===== config.mk =====
export PLATFORM = sky130hd
export DESIGN_NAME = risc_spm_core_flat
export DESIGN_NICKNAME = d
export VERILOG_FILES = /design/src/rtl/risc_spm_pkg.sv /design/src/rtl/risc_spm_if.sv /design/src/rtl/risc_spm_alu.sv /design/src/rtl/risc_spm_core.sv /design/src/flat_wrapper.sv
export SDC_FILE = /design/constraint.sdc
export NUM_CORES = 1
export LEC_CHECK = 0
export CAP_MARGIN = 40
export CORE_MARGIN = 4
export CORE_UTILIZATION = 35
export DETAILED_ROUTE_END_ITERATION = 6
export PLACE_DENSITY = 0.6
export SLEW_MARGIN = 10
export SYNTH_ARGS = -nofsm -noshare
export SYNTH_HDL_FRONTEND = slang
export SYNTH_SLANG_ARGS = --single-unit

===== constraint.sdc =====
create_clock -name clk -period 4.4 [get_ports clk]
set_input_delay 1.32 -clock clk [delete_from_list [all_inputs] [get_ports clk]]
set_output_delay 1.32 -clock clk [all_outputs]
set_load 0.02 [all_outputs]

===== src/rtl/risc_spm_pkg.sv =====
// Shared constants for the RISC-SPM core: opcodes, control states, ALU operations and
// instruction field positions.
package risc_spm_pkg;

  localparam int unsigned OpcW = 4;

  localparam logic [OpcW-1:0] OpNop  = 4'h0;
  localparam logic [OpcW-1:0] OpAdd  = 4'h1;
  localparam logic [OpcW-1:0] OpSub  = 4'h2;
  localparam logic [OpcW-1:0] OpAnd  = 4'h3;
  localparam logic [OpcW-1:0] OpNot  = 4'h4;
  localparam logic [OpcW-1:0] OpRd   = 4'h5;
  localparam logic [OpcW-1:0] OpWr   = 4'h6;
  localparam logic [OpcW-1:0] OpBr   = 4'h7;
  localparam logic [OpcW-1:0] OpBrz  = 4'h8;
  localparam logic [OpcW-1:0] OpBrc  = 4'h9;
  localparam logic [OpcW-1:0] OpBrn  = 4'hA;
  localparam logic [OpcW-1:0] OpHalt = 4'hF;

  localparam int unsigned StW = 4;

  localparam logic [StW-1:0] StIdle = 4'd0;
  localparam logic [StW-1:0] StFet1 = 4'd1;
  localparam logic [StW-1:0] StFet2 = 4'd2;
  localparam logic [StW-1:0] StDec  = 4'd3;
  localparam logic [StW-1:0] StEx1  = 4'd4;
  localparam logic [StW-1:0] StEx2  = 4'd5;
  localparam logic [StW-1:0] StOp1  = 4'd6;
  localparam logic [StW-1:0] StOp2  = 4'd7;
  localparam logic [StW-1:0] StRd3  = 4'd8;
  localparam logic [StW-1:0] StWr3  = 4'd9;
  localparam logic [StW-1:0] StHalt = 4'd10;

  typedef enum logic [1:0] {AluAdd, AluSub, AluAnd, AluNot} alu_op_e;

  // Opcode occupies the top OpcW bits, src sits just above dest, dest is in the LSBs.
  localparam int unsigned DestLsb = 0;

  function automatic int unsigned opc_lsb(input int unsigned word_w);
    return word_w - OpcW;
  endfunction

  function automatic int unsigned src_lsb(input int unsigned reg_aw);
    return reg_aw;
  endfunction

  function automatic logic is_branch(input logic [OpcW-1:0] opc);
    return (opc == OpBr) || (opc == OpBrz) || (opc == OpBrc) || (opc == OpBrn);
  endfunction

endpackage


===== src/rtl/risc_spm_if.sv =====
// Memory bus between the RISC-SPM core (master) and instruction/data memory (slave).
interface risc_spm_if #(
  parameter int unsigned WORD_W = 8
) ();

  logic [WORD_W-1:0] mem_addr;
  logic [WORD_W-1:0] mem_wr_data;
  logic [WORD_W-1:0] mem_rd_data;
  logic              mem_req;
  logic              mem_we;
  logic              mem_ready;

  modport master (
    output mem_addr,
    output mem_wr_data,
    output mem_req,
    output mem_we,
    input  mem_rd_data,
    input  mem_ready
  );

  modport slave (
    input  mem_addr,
    input  mem_wr_data,
    input  mem_req,
    input  mem_we,
    output mem_rd_data,
    output mem_ready
  );

endinterface


===== src/rtl/risc_spm_alu.sv =====
// Combinational ALU for the RISC-SPM core: result plus zero, carry/borrow and negative flags.
module risc_spm_alu
  import risc_spm_pkg::*;
#(
  parameter int unsigned WORD_W = 8
) (
  input  alu_op_e           op_i,
  input  logic [WORD_W-1:0] a_i,
  input  logic [WORD_W-1:0] b_i,
  output logic [WORD_W-1:0] result_o,
  output logic              zero_o,
  output logic              carry_o,
  output logic              neg_o
);

  always_comb begin
    result_o = '0;
    carry_o  = 1'b0;
    unique case (op_i)
      AluAdd: {carry_o, result_o} = {1'b0, a_i} + {1'b0, b_i};
      AluSub: begin
        result_o = a_i - b_i;
        carry_o  = (a_i < b_i);
      end
      AluAnd: result_o = a_i & b_i;
      AluNot: result_o = ~a_i;
      default: result_o = '0;
    endcase
    zero_o = (result_o == '0);
    neg_o  = result_o[WORD_W-1];
  end

endmodule


===== src/rtl/risc_spm_core.sv =====
// RISC-SPM processor core: register file, datapath and multi-cycle control FSM with a
// ready-based memory handshake. WORD_W must be at least 4 + 2*REG_AW.
module risc_spm_core
  import risc_spm_pkg::*;
#(
  parameter int unsigned WORD_W = 8,
  parameter int unsigned REG_AW = 2
) (
  input  logic              clk,
  input  logic              rst,
  risc_spm_if.master        mem,
  output logic [WORD_W-1:0] pc,
  output logic              zflag,
  output logic              cflag,
  output logic              nflag,
  output logic              halted,
  output logic              illegal
);

  localparam int          NumRegs = 2 ** REG_AW;
  localparam int unsigned OpcLsb  = opc_lsb(WORD_W);
  localparam int unsigned SrcLsb  = src_lsb(REG_AW);
  localparam logic [WORD_W-1:0] One = {{(WORD_W-1){1'b0}}, 1'b1};

  logic [WORD_W-1:0] regs_q [NumRegs];
  logic [WORD_W-1:0] ir_q, ir_d;
  logic [WORD_W-1:0] y_q, y_d;
  logic [WORD_W-1:0] pc_q, pc_d;
  logic [WORD_W-1:0] addr_q, addr_d;
  logic [StW-1:0]    state_q, state_d;
  logic              z_q, z_d, c_q, c_d, n_q, n_d;
  logic              halted_q, halted_d, illegal_q, illegal_d;

  logic              reg_we;
  logic [WORD_W-1:0] reg_wd;

  logic [OpcW-1:0]   opcode;
  logic [REG_AW-1:0] src, dest;

  assign opcode = ir_q[OpcLsb +: OpcW];
  assign src    = ir_q[SrcLsb +: REG_AW];
  assign dest   = ir_q[DestLsb +: REG_AW];

  // ALU: NOT reads src directly from DEC; two-operand ops use the latched Y.
  alu_op_e           alu_op;
  logic [WORD_W-1:0] alu_a, alu_res;
  logic              alu_z, alu_c, alu_n;

  always_comb begin
    case (opcode)
      OpAdd:   alu_op = AluAdd;
      OpSub:   alu_op = AluSub;
      OpAnd:   alu_op = AluAnd;
      default: alu_op = AluNot;
    endcase
  end

  assign alu_a = (opcode == OpNot) ? regs_q[src] : y_q;

  risc_spm_alu #(
    .WORD_W (WORD_W)
  ) u_alu (
    .op_i     (alu_op),
    .a_i      (alu_a),
    .b_i      (regs_q[dest]),
    .result_o (alu_res),
    .zero_o   (alu_z),
    .carry_o  (alu_c),
    .neg_o    (alu_n)
  );

  // Bus outputs come straight from registers so they stay stable through wait states.
  assign mem.mem_addr    = addr_q;
  assign mem.mem_wr_data = regs_q[src];
  assign mem.mem_req     = (state_q == StFet2) || (state_q == StOp2) ||
                           (state_q == StRd3)  || (state_q == StWr3);
  assign mem.mem_we      = (state_q == StWr3);

  always_comb begin
    state_d   = state_q;
    ir_d      = ir_q;
    y_d       = y_q;
    pc_d      = pc_q;
    addr_d    = addr_q;
    z_d       = z_q;
    c_d       = c_q;
    n_d       = n_q;
    halted_d  = halted_q;
    illegal_d = illegal_q;
    reg_we    = 1'b0;
    reg_wd    = alu_res;

    case (state_q)
      StIdle: state_d = StFet1;
      StFet1: begin
        addr_d  = pc_q;
        state_d = StFet2;
      end
      StFet2: begin
        if (mem.mem_ready) begin
          ir_d    = mem.mem_rd_data;
          pc_d    = pc_q + One;
          state_d = StDec;
        end
      end
      StDec: begin
        case (opcode)
          OpNop:                     state_d = StFet1;
          OpAdd, OpSub, OpAnd:       state_d = StEx1;
          OpNot:                     state_d = StEx2;
          OpRd, OpWr, OpBr:          state_d = StOp1;
          OpBrz, OpBrc, OpBrn: begin
            if ((opcode == OpBrz && z_q) || (opcode == OpBrc && c_q) ||
                (opcode == OpBrn && n_q)) begin
              state_d = StOp1;
            end else begin
              pc_d    = pc_q + One;
              state_d = StFet1;
            end
          end
          OpHalt: begin
            halted_d = 1'b1;
            state_d  = StHalt;
          end
          default: begin
            halted_d  = 1'b1;
            illegal_d = 1'b1;
            state_d   = StHalt;
          end
        endcase
      end
      StEx1: begin
        y_d     = regs_q[src];
        state_d = StEx2;
      end
      StEx2: begin
        reg_we  = 1'b1;
        z_d     = alu_z;
        c_d     = alu_c;
        n_d     = alu_n;
        state_d = StFet1;
      end
      StOp1: begin
        addr_d  = pc_q;
        state_d = StOp2;
      end
      StOp2: begin
        if (mem.mem_ready) begin
          if (is_branch(opcode)) begin
            pc_d    = mem.mem_rd_data;
            state_d = StFet1;
          end else begin
            pc_d    = pc_q + One;
            addr_d  = mem.mem_rd_data;
            state_d = (opcode == OpRd) ? StRd3 : StWr3;
          end
        end
      end
      StRd3: begin
        if (mem.mem_ready) begin
          reg_we  = 1'b1;
          reg_wd  = mem.mem_rd_data;
          state_d = StFet1;
        end
      end
      StWr3: begin
        if (mem.mem_ready) state_d = StFet1;
      end
      StHalt:  state_d = StHalt;
      default: state_d = StIdle;
    endcase
  end

  always_ff @(posedge clk or negedge rst) begin
    if (!rst) begin
      state_q   <= StIdle;
      ir_q      <= '0;
      y_q       <= '0;
      pc_q      <= '0;
      addr_q    <= '0;
      z_q       <= 1'b0;
      c_q       <= 1'b0;
      n_q       <= 1'b0;
      halted_q  <= 1'b0;
      illegal_q <= 1'b0;
    end else begin
      state_q   <= state_d;
      ir_q      <= ir_d;
      y_q       <= y_d;
      pc_q      <= pc_d;
      addr_q    <= addr_d;
      z_q       <= z_d;
      c_q       <= c_d;
      n_q       <= n_d;
      halted_q  <= halted_d;
      illegal_q <= illegal_d;
    end
  end

  always_ff @(posedge clk or negedge rst) begin
    if (!rst) begin
      for (int i = 0; i < NumRegs; i++) regs_q[i] <= '0;
    end else if (reg_we) begin
      regs_q[dest] <= reg_wd;
    end
  end

  assign pc      = pc_q;
  assign zflag   = z_q;
  assign cflag   = c_q;
  assign nflag   = n_q;
  assign halted  = halted_q;
  assign illegal = illegal_q;

endmodule


===== src/flat_wrapper.sv =====
// flat-port wrapper written by rule: the top's interface ports become plain ports
module risc_spm_core_flat import risc_spm_pkg::*;
#(
  parameter int unsigned WORD_W = 8,
  parameter int unsigned REG_AW = 2
)
  (clk, rst, pc, zflag, cflag, nflag, halted, illegal, mem_mem_addr, mem_mem_wr_data, mem_mem_req, mem_mem_we, mem_mem_rd_data, mem_mem_ready);
  risc_spm_if #(.WORD_W(WORD_W)) mem_i ();
  input  logic clk;
  input  logic rst;
  output logic [WORD_W-1:0] pc;
  output logic zflag;
  output logic cflag;
  output logic nflag;
  output logic halted;
  output logic illegal;
  output wire logic [$bits(mem_i.mem_addr)-1:0] mem_mem_addr;
  output wire logic [$bits(mem_i.mem_wr_data)-1:0] mem_mem_wr_data;
  output wire logic [$bits(mem_i.mem_req)-1:0] mem_mem_req;
  output wire logic [$bits(mem_i.mem_we)-1:0] mem_mem_we;
  input wire logic [$bits(mem_i.mem_rd_data)-1:0] mem_mem_rd_data;
  input wire logic [$bits(mem_i.mem_ready)-1:0] mem_mem_ready;
  assign mem_mem_addr = mem_i.mem_addr;
  assign mem_mem_wr_data = mem_i.mem_wr_data;
  assign mem_mem_req = mem_i.mem_req;
  assign mem_mem_we = mem_i.mem_we;
  assign mem_i.mem_rd_data = mem_mem_rd_data;
  assign mem_i.mem_ready = mem_mem_ready;
  risc_spm_core #(.WORD_W(WORD_W), .REG_AW(REG_AW)) u_core (.clk(clk), .rst(rst), .mem(mem_i), .pc(pc), .zflag(zflag), .cflag(cflag), .nflag(nflag), .halted(halted), .illegal(illegal));
endmodule

==> metrics.yaml, run 1 <==
status:
  status: "finished, final reports clean"
clocking:
  cts_resized: 0
  cts.sinks: 73
  postCtsSetupRepairBufs: 0
  cts-hold-fix-buffers: 0
  clk_path_buf_depth: 2
  clk_pin_slew_ns: 0.06
  worstSkewPairLatency_ns: 0.34
  tritoncts: "built"
  cts_inserted_buffers: 9
  clock-root-buffer: "clkbuf_16"
  ctsHtreeMaxLevel: 3
setup_path:
  end_kind: "flip-flop"
  cp-startpoint: "u_core.ir_q[2]"
  cp_data_required_time_ns: 4.62
  path_common_cell: "a211oi_1"
  crit_fanout: 9
  crit_arrival_ns: 4.24
  path_class: "reg -> reg"
  max_stage_delay_ns: 0.69
  crit_slowest_cell: "mux4_1"
  critPathBufInv: 1
  crit_chain: "mux4_1 -> mux2i_1 -> inv_1 -> ha_1 -> nand2b_1 -> a211oi_1 -> a211oi_1 -> xnor2_1 -> a221oi_1 -> a21oi_1 -> mux2_2"
  startpoint_type: "flip-flop"
  r2r_start: "u_core.ir_q[2]"
  cp_top_family: "multiplexers"
  r2r_setup_slack_ns: 0.38
yosys:
  synth_ff_type: "dfrtp_1"
  seq_area_frac_synth_pct: 36.2
  avgSynthCellArea_um2: 10.1
  netlist.area_leader.share_pct: 36.2
  synth_area_leaders: "dfrtp_1, mux2_2, o21ai_0"
  syn_area_mm2: 0.00504
  synth_fp_nets: 532
  synth-edff-count: 0
  ys_warn_count: 0
  ys_ff_latch: 73
  syn_inst: 501
  synth_cell_types: 65
  synth_top_area_cell: "dfrtp_1"
  async_flop_share_pct: 100
sta:
  worst_slew_pin_slew_ns: 0.697
  rsz0062_at_grt: "false"
  hold_violations: 0
  setup_viol: 0
  setup_tns_ns: 0
  fin_crit_ns: 4.02
  slew_headroom_pct: 53.3
  slew_viol_final: 0
  clock_skew_ns: 0.00733
  clock.fmax_ghz: 0.249
  fin_crit_sh_pct: 91.4
floorplan:
  io_pins: 42
  fp-row-count: 43
  die_x_um: 128
  die_h_um: 128
  core_mm2: 0.0140
  die_area_mm2: 0.0164
  initial_core_util_pct: 36.0
placed_design:
  numPortBuffers: 41
  dpl.hpwl_um: 9920
  place.gp.congestion: 0.929
global_route:
  grtUsageTotal_pct: 16.7
  grt_pass1_vias: 3966
  grt.overflow.total: 0
  grt_max_degree: 59
  antenna_found_initial: 0
  grt_pass1_wl_um: 21700
detailed_routing:
  vias: 4102
  drc_errors: 0
  drtPass1Iterations: 7
  final_antenna_net_count: 0
  first_iter_violations: 446
  routed_wl_um: 13500
  via_per_inst: 5.71
  wl_per_cell_um: 18.8
finish:
  nFillCells: 1327
  area_delta_synth_final_pct: 17.4
  drive_gt1_share_pct: 17.4
  n_antenna_cell: 0
  final_nets: 565
worst_hold_path:
  hp-class: "reg -> reg"
  min_from: "u_core.halted"
flow_run:
  maxCapViolations: 0
[kinds of logic (layout without fill, tap and decap cells)]
| kind of cell | after synthesis | in the layout | synth area share (%) |
|---|---|---|---|
| AOI/OAI and AO/OA | 125 | 125 | 16.1 |
| xor gates and xnor gates | 8 | 8 | 1.39 |
| adders and majority gates | 20 | 20 | 5.26 |
| buffers and inverters | 53 | 91 | 4.54 |
| DFF | 73 | 73 | 36.2 |
| muxes | 79 | 79 | 21.4 |
| and+or+nand+nor | 143 | 143 | 15.1 |
[cell type report]
class | count | area, µm² | share of cell area [%]
Multi-Input combinational cell | 375 | 2990 | 50.5
Sequential cell | 73 | 1830 | 30.9
Timing Repair Buffer | 54 | 526 | 8.88
Clock buffer | 12 | 246 | 4.16
Tap cell | 180 | 225 | 3.81
Inverter | 21 | 78.8 | 1.33
Clock inverter | 4 | 28.8 | 0.486
[path summary, 6_finish.rpt]
path                                endpoint  cells after the start
hold reg to reg                u_core.halted                      1
setup reg to reg            u_core.regs_q[5]                     11
max in group asynchronous  u_core.regs_q[13]                      2
min in group asynchronous  u_core.state_q[3]                      1
hold / removal                 u_core.halted                      1
setup / recovery            u_core.regs_q[5]                     11
[flip-flops by register name, indices dropped and copies added (netlist names)]
signal,cells
u_core.halted,1
u_core.nflag,1
u_core.zflag,1
u_core.ir_q,8
u_core.cflag,1
u_core.regs_q,32
u_core.illegal,1
u_core.state_q,4
u_core.mem.mem_addr,8
u_core.pc,8
u_core.y_q,8
[metal layers]
layer	track usage (%)	share of wire, %
met2	25.7	47
met5	0	0
met1	23.8	46
met4	4.99	1.4
met3	3.33	5.5
[Yosys cell counts (7+ instances only)]
cell type	n
nand2b_1	15
mux2i_1	18
clkbuf_1	16
o21ai_0	46
buf_2	12
nand2_1	28
dfrtp_1	73
mux4_1	7
mux2_2	44
nand3_1	8
mux4_2	9
nor3_1	8
a21oi_1	22
ha_1	18
nor2b_1	11
nor2_1	40
inv_1	21
[stage by stage]
step / utilization, % / cells / hold slack (ns) / worst slack (ns) / cell area [µm²]
floorplan: - / 501 / 0.458 / 0.982 / 5040
detailed placement: 40.3 / 703 / 0.471 / 0.409 / 5640
global placement: 40.0 / 700 / 0.459 / 0.509 / 5600
CTS: 42.3 / 719 / 0.487 / 0.400 / 5920
global route: 42.3 / 719 / 0.505 / 0.134 / 5920
finish: 42.3 / 719 / 0.478 / 0.380 / 5920
[cell usage in the layout, fill, tap and decap left out, types with 3 or more instances in the layout]
cell,count
a31oi_1,3
nand2b_1,15
ha_1,18
clkdlybuf4s50_1,40
nor3b_1,6
o21ai_0,46
clkbuf_16,9
mux4_1,7
dfrtp_1,73
a21oi_1,22
and3_1,6
mux2_2,44
nor3_1,8
mux2i_1,18
nand3_1,8
nand3b_1,4
a22o_1,3
a221oi_1,4
o22ai_1,5
nor2b_1,11
mux4_2,9
buf_4,13
inv_1,21
o211ai_1,3
a211oi_1,5
o2bb2ai_1,3
xnor2_1,4
nand4_1,3
nand2_1,28
nor2_1,40
xor2_1,4
a22oi_1,5
Power of run 1 is not shown: default switching activity piles up to over one toggle a cycle in this logic, so the estimate is an artifact.
==> run 2: changes to the inputs <==
==> constraint.sdc (replaced) <==
create_clock -name clk -period 4.4 [get_ports clk]
set_input_delay 1.32 -clock clk [delete_from_list [all_inputs] [get_ports clk]]
set_output_delay 1.32 -clock clk [all_outputs]
set_load 0.05 [all_outputs]
==> metrics.yaml, run 2 (synthesized netlist as in run 1, its figures left out) <==
clocking:
  clock-root-buffer: "clkbuf_16"
  clk_path_buf_depth: 2
  worstSkewPairLatency_ns: 0.34
  cts_inserted_buffers: 9
  cts-hold-fix-buffers: 0
  tritoncts: "built"
  ctsHtreeMaxLevel: 3
  cts.sinks: 73
  cts_resized: 0
  clk_pin_slew_ns: 0.06
  postCtsSetupRepairBufs: 0
sta:
  setup_viol: 0
  hold_violations: 0
  rsz0062_at_grt: "false"
  slew_headroom_pct: 50.1
  clock.fmax_ghz: 0.249
  setup_tns_ns: 0
  fin_crit_ns: 4.02
  clock_skew_ns: 0.0115
  fin_crit_sh_pct: 91.3
  slew_viol_final: 0
  worst_slew_pin_slew_ns: 0.744
worst_hold_path:
  hp-class: "reg -> reg"
  min_from: "u_core.mem.mem_addr[7]"
  hold_path_depth: 2
global_route:
  grt.overflow.total: 0
  grt_pass1_wl_um: 21500
  antenna_found_initial: 0
  grtUsageTotal_pct: 16.4
  grt_max_degree: 59
  grt_pass1_vias: 4042
floorplan:
  fp-row-count: 43
  die_x_um: 128
  die_h_um: 128
  io_pins: 42
  core_mm2: 0.0140
  die_area_mm2: 0.0164
  initial_core_util_pct: 36.0
detailed_routing:
  wl_per_cell_um: 18.6
  vias: 4112
  final_antenna_net_count: 0
  via_per_inst: 5.70
  routed_wl_um: 13400
  drc_errors: 0
  first_iter_violations: 353
  drtPass1Iterations: 5
setup_path:
  crit_chain: "mux4_1 -> mux2i_1 -> inv_1 -> ha_1 -> nand2b_1 -> a211oi_1 -> a211oi_1 -> xnor2_1 -> a221oi_1 -> a21oi_1 -> mux2_2"
  path_class: "reg -> reg"
  end_kind: "flip-flop"
  crit_arrival_ns: 4.23
  startpoint_type: "flip-flop"
  r2r_cells: 11
  max_stage_delay_ns: 0.69
  cp.depth: 11
  critPathBufInv: 1
  crit_fanout: 9
  r2r_start: "u_core.ir_q[2]"
  cp-startpoint: "u_core.ir_q[2]"
  crit_slowest_cell: "mux4_1"
  cp_data_required_time_ns: 4.62
  cp_top_family: "multiplexers"
  path_common_cell: "a211oi_1"
finish:
  final_nets: 567
  largest_register_ffs: 32
  top_register: "u_core.regs_q"
  final_cell_mix: "dfrtp_1, o21ai_0, mux2_2, nor2_1, clkdlybuf4s50_1"
  final_common_cell: "dfrtp_1"
  area_delta_synth_final_pct: 19.5
  drive_gt1_share_pct: 18.1
  n_antenna_cell: 0
placed_design:
  place.gp.congestion: 0.927
  dpl.hpwl_um: 9980
  numPortBuffers: 41
status:
  status: "finished, final reports clean"
flow_run:
  maxCapViolations: 0
[run 2: cell types whose count changed in the layout (fill, tap and decap cells not counted)]
cell and change:
clkinv_4 +1, clkbuf_1 -2, bufinv_16 +4, clkinvlp_4 -2, buf_4 +2, clkbuf_8 -1
[run 2: routing by layer]
metal / part of all wire, % / track usage, %
met5: 0 / 0
met4: 1.5 / 4.87
met3: 4.6 / 3.08
met2: 47 / 26.5
met1: 47 / 22.6
[run 2: area by class of cell]
cell class                      count  area (µm²)
Fill cell                        1336        7960
Tap cell                          180         225
Inverter                           21        78.8
Multi-Input combinational cell    375        2990
Clock buffer                        9         225
Clock inverter                      7         143
Timing Repair Buffer               56         541
Sequential cell                    73        1830
[run 2: through the flow]
step                      setup WS [ns]  cells  util (%)  hold slack (ns)  cell area (µm²)
after floorplan                   0.823    501         -            0.458             5040
after global placement            0.507    702      40.1            0.459             5620
after detailed placement          0.372    705      40.4            0.464             5660
after CTS                         0.365    721      43.1            0.481             6030
after global routing              0.198    721      43.1            0.496             6030
final                             0.385    721      43.1            0.479             6030
[run 2: path summary, 6_finish.rpt]
kind,end,slack [ns]
max,u_core.regs_q[21],0.38
max reg2reg,u_core.regs_q[21],0.38
min reg2reg,u_core.mem.mem_addr[7],0.48
max in group asynchronous,u_core.regs_q[18],2.99
min in group asynchronous,u_core.y_q[4],0.85
min,u_core.mem.mem_addr[7],0.48
[run 2: worst register-to-register path, cell delays in order, from the launching register on]
cell and delay, ns:
dfrtp_1 0.62, mux4_1 0.69, mux2i_1 0.38, inv_1 0.14
ha_1 0.33, nand2b_1 0.17, a211oi_1 0.31, a211oi_1 0.11
xnor2_1 0.14, a221oi_1 0.46, a21oi_1 0.23, mux2_2 0.31
Power of run 2 is left out for the same reason.
==> run 3: changes to the inputs <==
- CTS_CLUSTER_SIZE: not set -> 30
- SYNTH_HIERARCHICAL: not set -> 1
==> metrics.yaml, run 3 <==
global_route:
  grt_pass1_wl_um: 22400
  grt.overflow.total: 0
  antenna_found_initial: 0
  grt_max_degree: 64
  grt_pass1_vias: 4155
  grtUsageTotal_pct: 16.8
sta:
  fin_crit_sh_pct: 85.0
  setup_tns_ns: 0
  clock_skew_ns: 0.0109
  rsz0062_at_grt: "false"
  setup_viol: 0
  slew_headroom_pct: 39.0
  hold_violations: 0
  slew_viol_final: 0
  clock.fmax_ghz: 0.267
  worst_slew_pin_slew_ns: 0.914
  fin_crit_ns: 3.74
  fin_ws_ns: 0.660
floorplan:
  fp-row-count: 44
  die_h_um: 130
  io_pins: 42
  die_x_um: 130
  core_mm2: 0.0146
  initial_core_util_pct: 35.9
  die_area_mm2: 0.0170
status:
  status: "finished, final reports clean"
setup_path:
  crit_fanout: 9
  cp_data_required_time_ns: 4.62
  end_kind: "flip-flop"
  startpoint_type: "flip-flop"
  crit_arrival_ns: 3.96
  path_class: "reg -> reg"
finish:
  nFillCells: 1404
  final_cells: 744
  area_delta_synth_final_pct: 16.1
  final_common_cell: "dfrtp_1"
  top_register: "u_core/regs_q"
  largest_register_ffs: 32
  drive_gt1_share_pct: 18.0
  final_nets: 585
  final_cell_mix: "dfrtp_1, nor2_1, a21oi_1, nand2_1, clkdlybuf4s50_1"
  final_area_mm2: 0.00607
  n_antenna_cell: 0
clocking:
  worstSkewPairLatency_ns: 0.33
  cts.sinks: 73
  cts-hold-fix-buffers: 0
  ctsHtreeMaxLevel: 3
  clock-root-buffer: "clkbuf_16"
  tritoncts: "built"
  postCtsSetupRepairBufs: 0
  clk_pin_slew_ns: 0.06
  cts_resized: 0
  cts_inserted_buffers: 9
  clk_path_buf_depth: 2
flow_run:
  maxCapViolations: 0
yosys:
  netlist.area_leader.share_pct: 34.9
  seq_area_frac_synth_pct: 34.9
  synth-edff-count: 0
  synth_top_area_cell: "dfrtp_1"
  synth_area_leaders: "dfrtp_1, mux4_2, mux2_2"
  async_flop_share_pct: 100
  ys_warn_count: 6
  avgSynthCellArea_um2: 9.91
  syn_area_mm2: 0.00523
  yosys-top-cells-count: "dfrtp_1, nor2_1, a21oi_1"
  synth_fp_nets: 558
  synth_ff_type: "dfrtp_1"
  synth_most_common_cell: "dfrtp_1"
  syn_inst: 528
  ys_ff_latch: 73
  synth_cell_types: 82
worst_hold_path:
  hp-class: "reg -> reg"
detailed_routing:
  wl_per_cell_um: 18.6
  drc_errors: 0
  via_per_inst: 5.72
  final_antenna_net_count: 0
  first_iter_violations: 383
  vias: 4254
  wl_met2_um: 6810
  dr_wl_met3_um: 486
  routed_wl_um: 13800
  maxUsedRoutingLayer: "met4"
  drtPass1Iterations: 4
  wl_met1_um: 6310
placed_design:
  postPlaceCellArea_mm2: 0.00575
  placed_cells: 728
  place.gp.congestion: 0.876
  numPortBuffers: 41
  dpl.hpwl_um: 10300
  dpl_worst_slack_ns: 0.640
==> run 3: cells by family after synthesis <==
group                    count (synthesis)  synth area share, %
AND/OR/NAND/NOR                        166                 16.5
AO/OA/AOI/OAI                          141                 18.1
flip-flops                              73                 34.9
multiplexers                            65                 19.1
buffers and inverters                   61                 6.02
adder cells (fa/ha/maj)                 19                 4.83
XOR/XNOR                                 3                0.502
==> run 3: area by class of cell <==
| cell class | instances | area, µm² | area share [%] |
|---|---|---|---|
| tap | 184 | 230 | 3.79 |
| inverter | 30 | 113 | 1.85 |
| sequential | 73 | 1830 | 30.1 |
| timing repair buffer | 47 | 493 | 8.12 |
| clock inverter | 6 | 91.3 | 1.50 |
| multi-input combinational | 394 | 3090 | 50.9 |
| clock buffer | 10 | 229 | 3.77 |
==> run 3: final timing paths <==
kind | startpoint | end | slack [ns] | depth (start not counted)
min in group asynchronous | rst | u_core/y_q[3] | 0.83 | 1
max in group asynchronous | rst | u_core/mem.mem_addr[0] | 3.00 | 2
worst min register to register | u_core/illegal | u_core/illegal | 0.47 | 1
worst min-delay path | u_core/illegal | u_core/illegal | 0.47 | 1
worst max register to register | u_core/ir_q[2] | u_core/zflag | 0.66 | 10
worst max-delay path | u_core/ir_q[2] | u_core/zflag | 0.66 | 10
==> run 3: routing by layer <==
| metal | vias up | global-route usage, % |
|---|---|---|
| met3 | 15 | 2.25 |
| met2 | 94 | 27.4 |
| met5 | - | 0 |
| met4 | 0 | 5.32 |
| met1 | 2165 | 23.1 |
| li1 | 1980 | - |
==> run 3: stage by stage <==
step                util (%)  hold slack, ns
floorplan                  -           0.461
global placement        39.1           0.452
detailed placement      39.4           0.460
CTS                     41.6           0.474
global route            41.6           0.512
finish                  41.6           0.467
==> run 3: critical path: stages, from the launching register on <==
cell and delay (ns):
dfrtp_1 0.66, mux4_2 0.61, mux2_2 0.33, ha_1 0.45, o21ai_1 0.14, a211oi_1 0.38
o211a_1 0.23, a31o_2 0.09, a21boi_1 0.38, nor4_2 0.09, mux2_2 0.27
Power of run 3 is left out for the same reason.
